**config.mk**
```make
export PLATFORM = sky130hd
export DESIGN_NAME = i2c_master_arbiter
export DESIGN_NICKNAME = d
export VERILOG_FILES = /design/src/rtl/i2c_master_arbiter.sv
export SDC_FILE = /design/constraint.sdc
export NUM_CORES = 1
export LEC_CHECK = 0
export BUFFER_PORTS_ARGS = -buffer_cell sky130_fd_sc_hd__clkbuf_2
export CORE_ASPECT_RATIO = 0.75
export CORE_MARGIN = 2
export CORE_UTILIZATION = 30
export CTS_CLUSTER_DIAMETER = 100
export DETAILED_ROUTE_END_ITERATION = 12
export PLACE_DENSITY_LB_ADDON = 0.2
export SLEW_MARGIN = 20
export SYNTH_ARGS = -nofsm -noshare
export SYNTH_HDL_FRONTEND = slang
export SYNTH_SLANG_ARGS = --single-unit
export TNS_END_PERCENT = 20
```
**constraint.sdc**
```tcl
create_clock -name clk -period 1.8 [get_ports clk]
set_clock_uncertainty 0.1 [all_clocks]
set_input_delay 0.18 -clock clk [delete_from_list [all_inputs] [get_ports clk]]
set_output_delay 0.18 -clock clk [all_outputs]
set_load 0.01 [all_outputs]
```
**src/rtl/i2c_master_arbiter.sv**
```systemverilog
// -----------------------------------------------------------------------------
// i2c_master_arbiter
//
// Shares one I2C master engine between NREQ register-bus requesters, one byte
// transaction at a time. A round-robin pointer picks the next requester in
// IDLE. The winner's address/rw/write-byte are latched and offered to the
// engine on a valid/ready command port. The engine's response is then returned
// to the winner as a one-cycle one-hot done pulse, with rdata/nack valid.
//
// Optional feature macro: I2C_ARB_TIMEOUT_EN
//   When defined, a response watchdog runs in WAIT. After TIMEOUT_CYCLES WAIT
//   cycles without rsp_valid, abort pulses for one cycle and the transaction
//   completes with nack=1, rdata=0. When undefined, abort is tied low and WAIT
//   can last indefinitely.
//
// Parameters
//   NREQ            number of requesters (2..8)
//   TIMEOUT_CYCLES  watchdog limit in clk cycles (timeout build only)
//
// Ports
//   clk, rst_n                 clock, asynchronous active-low reset
//   req[NREQ]                  request levels, held until the matching done
//   req_addr[NREQ*7]           per-requester 7-bit slave address
//   req_rw[NREQ]               per-requester read(1)/write(0)
//   req_wdata[NREQ*8]          per-requester write byte
//   done[NREQ]                 one-hot completion pulse
//   rdata[8], nack             result of the last completed transaction
//   busy                       high whenever not IDLE
//   cmd_valid/cmd_ready        command handshake to the master engine
//   cmd_addr, cmd_rw, cmd_wdata latched command fields
//   rsp_valid, rsp_rdata, rsp_nack  engine response (one-cycle pulse)
//   abort                      engine must drop the bus (timeout build only)
// -----------------------------------------------------------------------------
module i2c_master_arbiter #(
  parameter int NREQ           = 4,
  parameter int TIMEOUT_CYCLES = 1024
) (
  input  logic              clk,
  input  logic              rst_n,
  input  logic [NREQ-1:0]   req,
  input  logic [NREQ*7-1:0] req_addr,
  input  logic [NREQ-1:0]   req_rw,
  input  logic [NREQ*8-1:0] req_wdata,
  output logic [NREQ-1:0]   done,
  output logic [7:0]        rdata,
  output logic              nack,
  output logic              busy,
  output logic              cmd_valid,
  input  logic              cmd_ready,
  output logic [6:0]        cmd_addr,
  output logic              cmd_rw,
  output logic [7:0]        cmd_wdata,
  input  logic              rsp_valid,
  input  logic [7:0]        rsp_rdata,
  input  logic              rsp_nack,
  output logic              abort
);

  localparam int IDXW = (NREQ > 1) ? $clog2(NREQ) : 1;
  localparam logic [IDXW:0]   NREQ_W = (IDXW+1)'(NREQ);
  localparam logic [IDXW-1:0] LAST_IDX = IDXW'(NREQ - 1);

  // Elaboration-time parameter sanity check.
  generate
    if (NREQ < 2 || NREQ > 8 || TIMEOUT_CYCLES < 2) begin : g_param_check
      $error("i2c_master_arbiter: NREQ must be 2..8 and TIMEOUT_CYCLES >= 2");
    end
  endgenerate

  typedef enum logic [1:0] {
    S_IDLE  = 2'd0,
    S_ISSUE = 2'd1,
    S_WAIT  = 2'd2,
    S_DONE  = 2'd3
  } state_t;

  state_t          state_q, state_d;
  logic [IDXW-1:0] ptr_q, ptr_d;
  logic [IDXW-1:0] grant_idx_q, grant_idx_d;
  logic [6:0]      addr_q, addr_d;
  logic            rw_q, rw_d;
  logic [7:0]      wdata_q, wdata_d;
  logic [7:0]      rdata_q, rdata_d;
  logic            nack_q, nack_d;
  logic            timeout_hit;

  // Unpack the flat per-requester buses into arrays.
  logic [6:0] addr_arr  [NREQ];
  logic [7:0] wdata_arr [NREQ];

  generate
    for (genvar gi = 0; gi < NREQ; gi++) begin : g_unpack
      assign addr_arr[gi]  = req_addr[7*gi +: 7];
      assign wdata_arr[gi] = req_wdata[8*gi +: 8];
    end
  endgenerate

  // Round-robin pick: first set req bit at ptr, ptr+1, ... (mod NREQ).
  // The loop runs from the farthest offset down so the nearest one wins.
  logic            found;
  logic [IDXW-1:0] pick;
  logic [IDXW:0]   rot_sum;

  always_comb begin
    found   = 1'b0;
    pick    = '0;
    rot_sum = '0;
    for (int k = NREQ - 1; k >= 0; k--) begin
      rot_sum = {1'b0, ptr_q} + (IDXW+1)'(k);
      if (rot_sum >= NREQ_W) begin
        rot_sum = rot_sum - NREQ_W;
      end
      if (req[rot_sum[IDXW-1:0]]) begin
        found = 1'b1;
        pick  = rot_sum[IDXW-1:0];
      end
    end
  end

`ifdef I2C_ARB_TIMEOUT_EN
  localparam int CNTW = $clog2(TIMEOUT_CYCLES) + 1;
  localparam logic [CNTW-1:0] CNT_LIMIT = CNTW'(TIMEOUT_CYCLES - 1);

  logic [CNTW-1:0] count_q, count_d;

  // A response arriving on the limit cycle takes priority over the timeout.
  assign timeout_hit = (state_q == S_WAIT) && (count_q == CNT_LIMIT) && !rsp_valid;
  assign abort       = timeout_hit;

  always_comb begin
    count_d = count_q;
    if (state_q == S_ISSUE && cmd_ready) begin
      count_d = '0;
    end else if (state_q == S_WAIT) begin
      count_d = count_q + 1'b1;
    end
  end

  always_ff @(posedge clk or negedge rst_n) begin
    if (!rst_n) begin
      count_q <= '0;
    end else begin
      count_q <= count_d;
    end
  end
`else
  assign timeout_hit = 1'b0;
  assign abort       = 1'b0;
`endif

  // Next-state and latch logic.
  always_comb begin
    state_d     = state_q;
    ptr_d       = ptr_q;
    grant_idx_d = grant_idx_q;
    addr_d      = addr_q;
    rw_d        = rw_q;
    wdata_d     = wdata_q;
    rdata_d     = rdata_q;
    nack_d      = nack_q;

    case (state_q)
      S_IDLE: begin
        if (found) begin
          grant_idx_d = pick;
          addr_d      = addr_arr[pick];
          rw_d        = req_rw[pick];
          wdata_d     = wdata_arr[pick];
          state_d     = S_ISSUE;
        end
      end
      S_ISSUE: begin
        if (cmd_ready) begin
          state_d = S_WAIT;
        end
      end
      S_WAIT: begin
        if (rsp_valid) begin
          rdata_d = rsp_rdata;
          nack_d  = rsp_nack;
          state_d = S_DONE;
        end else if (timeout_hit) begin
          rdata_d = 8'h00;
          nack_d  = 1'b1;
          state_d = S_DONE;
        end
      end
      S_DONE: begin
        ptr_d   = (grant_idx_q == LAST_IDX) ? '0 : grant_idx_q + 1'b1;
        state_d = S_IDLE;
      end
      default: begin
        state_d = S_IDLE;
      end
    endcase
  end

  always_ff @(posedge clk or negedge rst_n) begin
    if (!rst_n) begin
      state_q     <= S_IDLE;
      ptr_q       <= '0;
      grant_idx_q <= '0;
      addr_q      <= '0;
      rw_q        <= 1'b0;
      wdata_q     <= '0;
      rdata_q     <= '0;
      nack_q      <= 1'b0;
    end else begin
      state_q     <= state_d;
      ptr_q       <= ptr_d;
      grant_idx_q <= grant_idx_d;
      addr_q      <= addr_d;
      rw_q        <= rw_d;
      wdata_q     <= wdata_d;
      rdata_q     <= rdata_d;
      nack_q      <= nack_d;
    end
  end

  generate
    for (genvar gi = 0; gi < NREQ; gi++) begin : g_done
      assign done[gi] = (state_q == S_DONE) && (grant_idx_q == IDXW'(gi));
    end
  endgenerate

  assign busy      = (state_q != S_IDLE);
  assign cmd_valid = (state_q == S_ISSUE);
  assign cmd_addr  = addr_q;
  assign cmd_rw    = rw_q;
  assign cmd_wdata = wdata_q;
  assign rdata     = rdata_q;
  assign nack      = nack_q;

endmodule

```
# --- After elaboration in Yosys (flattened, before gate mapping) ---
# Cells that the tools add are included.
classes:
  addsub: 8
  n_lt_le_gt_ge: 10
  eq_ne: 9
  muxes: 33
  bitwise: 1
  n_reduce_logical: 10
op_table:
  columns: ["op", "n"]
  rows:
  - ["2-bit 2-to-1 mux", 12]
  - ["8-bit binary-select mux with 2-bit select", 1]
  - ["8-bit 2-to-1 mux", 2]
  - ["2-bit by 3-bit less-than comparator with 1-bit output, second input constant", 5]
  - ["7-bit binary-select mux with 2-bit select", 1]
  - ["7-bit 2-to-1 mux", 2]
  - ["3-bit >= comparator, second input constant", 4]
  - ["1-bit binary-select mux with 2-bit select", 5]
  - ["1-bit 2-to-1 mux", 9]
  - ["2-bit equality test, second input constant", 4]
  - ["2-bit one-hot mux with 4 select lines", 1]
  - ["2-bit by 1-bit subtractor with 2-bit output, second input constant", 4]
  - ["2-bit by 2-bit adder with 3-bit output, second input constant", 2]
  - ["2-bit by 1-bit equality test with 1-bit output, second input constant", 2]
  - ["1-bit logical AND", 4]
  - ["2-bit logical NOT", 2]
  - ["2-bit != test, second input constant", 2]
  - ["2-bit AND reduction", 2]
  - ["2-bit by 1-bit adder with 3-bit output, second input constant", 1]
  - ["2-bit by 3-bit >= comparator with 1-bit output, second input constant", 1]
  - ["2-bit inverter with 3-bit output", 1]
  - ["3-bit AND reduction", 1]
  - ["2-bit by 1-bit adder with 2-bit output, second input constant", 1]
  - ["2-bit by 1-bit != test with 1-bit output, second input constant", 1]
  - ["2-bit nonzero test", 1]
totals:
  reg_bits: 31
  input_bits: 81
  out_inout_bits: 32
  word_cells: 79

# --- Depth between registers and ports, before layout ---
logic_depth:
  ltp_word: 13
  depth_mapped: 7
  mapped_depth_nobuf: 6

# --- Least setup slack after synthesis ---
# No wires, ideal clock.
synth_path:
  path_type: "reg-to-reg"
  start: "reg ptr_q[1]"
  end: "reg addr_q[0] (netlist: cmd_addr[0])"
  setup_ns: 0.090
  arrival_ns: 1.432
  t_required_ns: 1.610
  setup_slack_ns: 0.178
  path_stages_with_launch: 8
  n_path_buf: 2
  period_less_slack_ns: 1.622
  cell_sequence: "dfrtp_1 -> a21oi_2 -> o21ai_1 -> a2bb2o_4 -> or2_1 -> buf_6 -> buf_6 -> o221ai_1"
synth_between:
  elab_chain_cells: 13
  word_cells_on_any_way: 36
  classes_between: "add/sub (7); order compare (4); mux (23); bitwise (1); reduce/logical (1)"
synth_rtl:
  columns: ["element", "line_no", "source"]
  rows:
  - ["start, declared", "78", "logic [IDXW-1:0] ptr_q, ptr_d;"]
  - ["start signal, assigned", "210", "ptr_q <= ptr_d;"]
  - ["2-bit by 2-bit adder with 3-bit output", "109", "rot_sum = {1'b0, ptr_q} + (IDXW+1)'(k);"]
  - ["3-bit >= comparator / 2-bit by 1-bit subtractor with 2-bit output (equally long branches)", "110, 111", null]
  - ["2-bit 2-to-1 mux", "110", "if (rot_sum >= NREQ_W) begin"]
  - ["1-bit binary-select mux with 2-bit select", "113", "if (req[rot_sum[IDXW-1:0]]) begin"]
  - ["1-bit 2-to-1 mux (implied by the code)", "113", null]
  - ["2-bit 2-to-1 mux (4 in a row)", "113", null]
  - ["2-bit inverter with 3-bit output (implied by the code)", "166", "addr_d = addr_arr[pick];"]
  - ["7-bit binary-select mux with 2-bit select", "166", null]
  - ["7-bit 2-to-1 mux (implied by the code) (2 in a row)", "166", null]
  - ["end signal, assigned", "212", "addr_q <= addr_d;"]
  - ["end, declared", "80", "logic [6:0] addr_q, addr_d;"]
# Several ways; a longest one is shown, not always the timed one. The select of a mux whose other input is x is not followed.
# A chain may end at the register's enable or synchronous reset.

# --- Final worst setup path ---
layout_path:
  start: "reg ptr_q[0]"
  end: "reg addr_q[1] (netlist: cmd_addr[1])"
# The elaborated chain is that of the path after synthesis.

==> results.py <==
metrics = {
    "outcome": {
        "status": "finished, final reports clean",
    },
    "critical_path": {
        "crit_chain": "nor2b_4 -> nor3_2 -> o22ai_4 -> buf_12 -> mux2i_1 -> o221ai_1",
        "cp.required_ns": 1.83,
        "crit_type": "reg -> reg",
        "startpoint_type": "flip-flop",
        "crit_fanout": 17,
        "cp_slowest_stage_delay_ns": 0.41,
        "critPathArrivalTime_ns": 1.75,
        "critPathSlowestCell": "dfrtp_1",
        "end_kind": "flip-flop",
    },
    "clock_network": {
        "cts_sinks": 31,
        "h-tree-depth": 2,
        "root_buffer": "clkbuf_8",
        "cts_tree": "yes",
        "cts_buffer_depth": 2,
        "clkLatencyLatePin_ns": 0.28,
        "post_cts_buffers": 0,
        "clkTransAtPathRegs_ns": 0.07,
        "cts_buffers": 5,
    },
    "power": {
        "internal-power_mw": 2.57,
        "p_comb_frac": 0.522,
        "pwr-share-clk": 0.171,
        "p_seq_frac": 0.307,
        "finalPower_mw": 4.15,
        "powerDensity_nw_per_um2": 1540,
        "netSwitchingPower_mw": 1.58,
        "irDropWorstVdd_mv": 0.633,
        "swShare": 0.382,
        "p_leak_nw": 1.48,
    },
    "synthesis": {
        "synth-async-reset-ratio": 1.00,
        "synth_most_common_cell": "mux2i_1",
        "yosysTopAreaCellShare": 0.419,
        "synthesis.area_per_instance_sq_um": 11.3,
        "synth_cell_types": 29,
        "synth_edf_count": 0,
        "ys_top_cells_by_count": "mux2i_1, dfrtp_1, nand2_1",
        "synth_compound_area_frac": 0.134,
        "synthMuxAreaShare": 0.228,
        "yosys-top-cells-area": "dfrtp_1, mux2i_1, o221ai_1",
        "yosys_register_bits": 31,
        "synth_area_sq_um": 1850,
        "synthSimpleGateAreaFrac": 0.0988,
        "synth_top_family_by_area": "multiplexers",
        "synthXorXnorAreaFrac": 0,
        "yosysWarnings": 0,
        "synth_nets": 253,
        "synth_fa_ha_area_frac": 0.0541,
        "ys_seq_area_frac": 0.419,
        "synthCells": 164,
        "synth_largest_area_cell": "dfrtp_1",
        "synth_ff_type": "dfrtp_1",
    },
    "global_routing": {
        "met3_usage": 0.0467,
        "use_met2": 0.240,
        "top_usage_layer": "met2",
        "grt_pass1_wl_mm": 7.51,
        "gr-usage-met1": 0.178,
        "first_global_vias": 1630,
        "grt-ovfl-total": 0,
        "grt_antenna_before_repair": 0,
        "grt_max_degree": 34,
        "grt_usage": 0.141,
    },
    "timing": {
        "hold_viol_final": 0,
        "whs_ns": 0.0309,
        "min_period_ns": 1.71,
        "fmax_mhz": 584,
        "setup_viol": 0,
        "rsz0062_at_grt": "no",
        "setup_ws_ns": 0.0890,
        "fin_crit_sh": 0.951,
        "setup_tns_ns": 0,
        "slew_viol_final": 0,
    },
    "finish": {
        "synthToLayoutAreaGrowth_pct": 45.3,
        "register_area_sq_um": 776,
        "antenna_cells": 0,
        "fin_cells": 363,
        "utilization": 0.457,
        "drive_gt1_frac": 0.533,
        "fillers": 590,
        "multi_input_area_sq_um": 985,
        "nets": 373,
        "final_cell_area_sq_um": 2690,
    },
    "drt": {
        "drcViolationCount": 0,
        "num_vias": 1674,
        "first_pass_iters": 4,
        "wl_mm": 4.98,
        "drt_iter0_drc": 35,
        "drt-wirelength-per-cell_microns": 13.7,
        "ant_nets": 0,
        "viasPerCell": 4.61,
    },
    "hold_path": {
        "hold_path.class": "in -> reg",
    },
    "placed_design": {
        "gp_congestion": 0.776,
        "port_buffers": 111,
        "dpl.cell_count": 353,
        "pre_cts_ws_ns": 0.0365,
        "dp_hpwl_mm": 3.79,
        "dpl_cell_area_sq_um": 2510,
    },
    "die": {
        "fp-row-count": 24,
        "core_area_sq_um": 5890,
        "die_h_microns": 72.0,
        "pin_count": 113,
        "die-area_sq_um": 6820,
        "initial_utilization": 0.314,
        "die_w_microns": 94.7,
    },
    "run": {
        "cap_violations": 0,
    },
}
==> final timing paths <==
| check | start | slack (ns) | depth (start not counted) | end |
|---|---|---|---|---|
| worst max-delay path | ptr_q[0] | 0.09 | 6 | cmd_addr[1] |
| max in group asynchronous | rst_n | 0.94 | 3 | rdata[1] |
| min in group asynchronous | rst_n | 0.36 | 3 | cmd_addr[1] |
| worst min-delay path | rsp_rdata[4] | 0.03 | 2 | rdata[4] |
| worst max register to register | ptr_q[0] | 0.09 | 6 | cmd_addr[1] |
| worst min register to register | cmd_wdata[3] | 0.39 | 2 | cmd_wdata[3] |
==> power groups by stage <==
stage / combinational [mW] / clock [mW] / sequential (mW)
after global placement: 2.08 / 0 / 1.27
after floorplan: 1.26 / 0 / 1.39
final: 2.17 / 0.708 / 1.27
after detailed placement: 2.10 / 0 / 1.28
after global routing: 2.42 / 0.762 / 1.33
after CTS: 2.10 / 0.729 / 1.27
==> cell type report <==
class	instances	area share
Multi-Input combinational cell	114	0.366
Sequential cell	31	0.289
Timing Repair Buffer	123	0.252
Tap cell	78	0.0363
Clock buffer	6	0.0307
Clock inverter	2	0.0130
Inverter	9	0.0126
==> cells in the final DEF, fill, tap and decap left out, types with 2 or more instances in the layout <==
master,n
mux2i_1,28
dfrtp_1,31
mux2i_2,4
mux2_2,9
clkbuf_2,111
nand2_1,23
clkbuf_8,6
and2_1,4
o221ai_1,16
nor2b_1,2
buf_4,9
o21ai_0,4
nand2b_1,2
ha_1,7
inv_1,8
==> logic make-up (layout without fill, tap and decap cells) <==
family,count (synthesis),in the layout
multiplexers,41,41
other,1,1
adder cells (fa/ha/maj),8,8
AND/OR/NAND/NOR,37,37
flip-flops,31,31
AO/OA/AOI/OAI,27,27
buffers and inverters,19,140
==> critical path, delay by kind of cell, from the launching register on <==
family	cells	cell delay (ns)
flip-flops	1	0.41
multiplexers	1	0.25
buffers and inverters	1	0.22
AND/OR/NAND/NOR	2	0.22
AO/OA/AOI/OAI	2	0.36
==> per-layer routing <==
| layer | wire [microns] | share of wire |
|---|---|---|
| met3 | 391 | 0.079 |
| met4 | 10 | 0.0020 |
| met5 | 0 | 0 |
| met1 | 2200 | 0.44 |
| met2 | 2370 | 0.48 |
==> flip-flops by register name, summed over array words and instances (netlist names) <==
name,cells
ptr_q,2
nack,1
rdata,8
cmd_rw,1
cmd_wdata,8
state_q,2
cmd_addr,7
grant_idx_q,2
==> timing repair <==
action,CTS,global route
hold buffers,1,0
hold endpoints to repair,31,0
setup endpoints to repair,0,13
resized for setup,0,7
(Power assumes the default switching activity.)
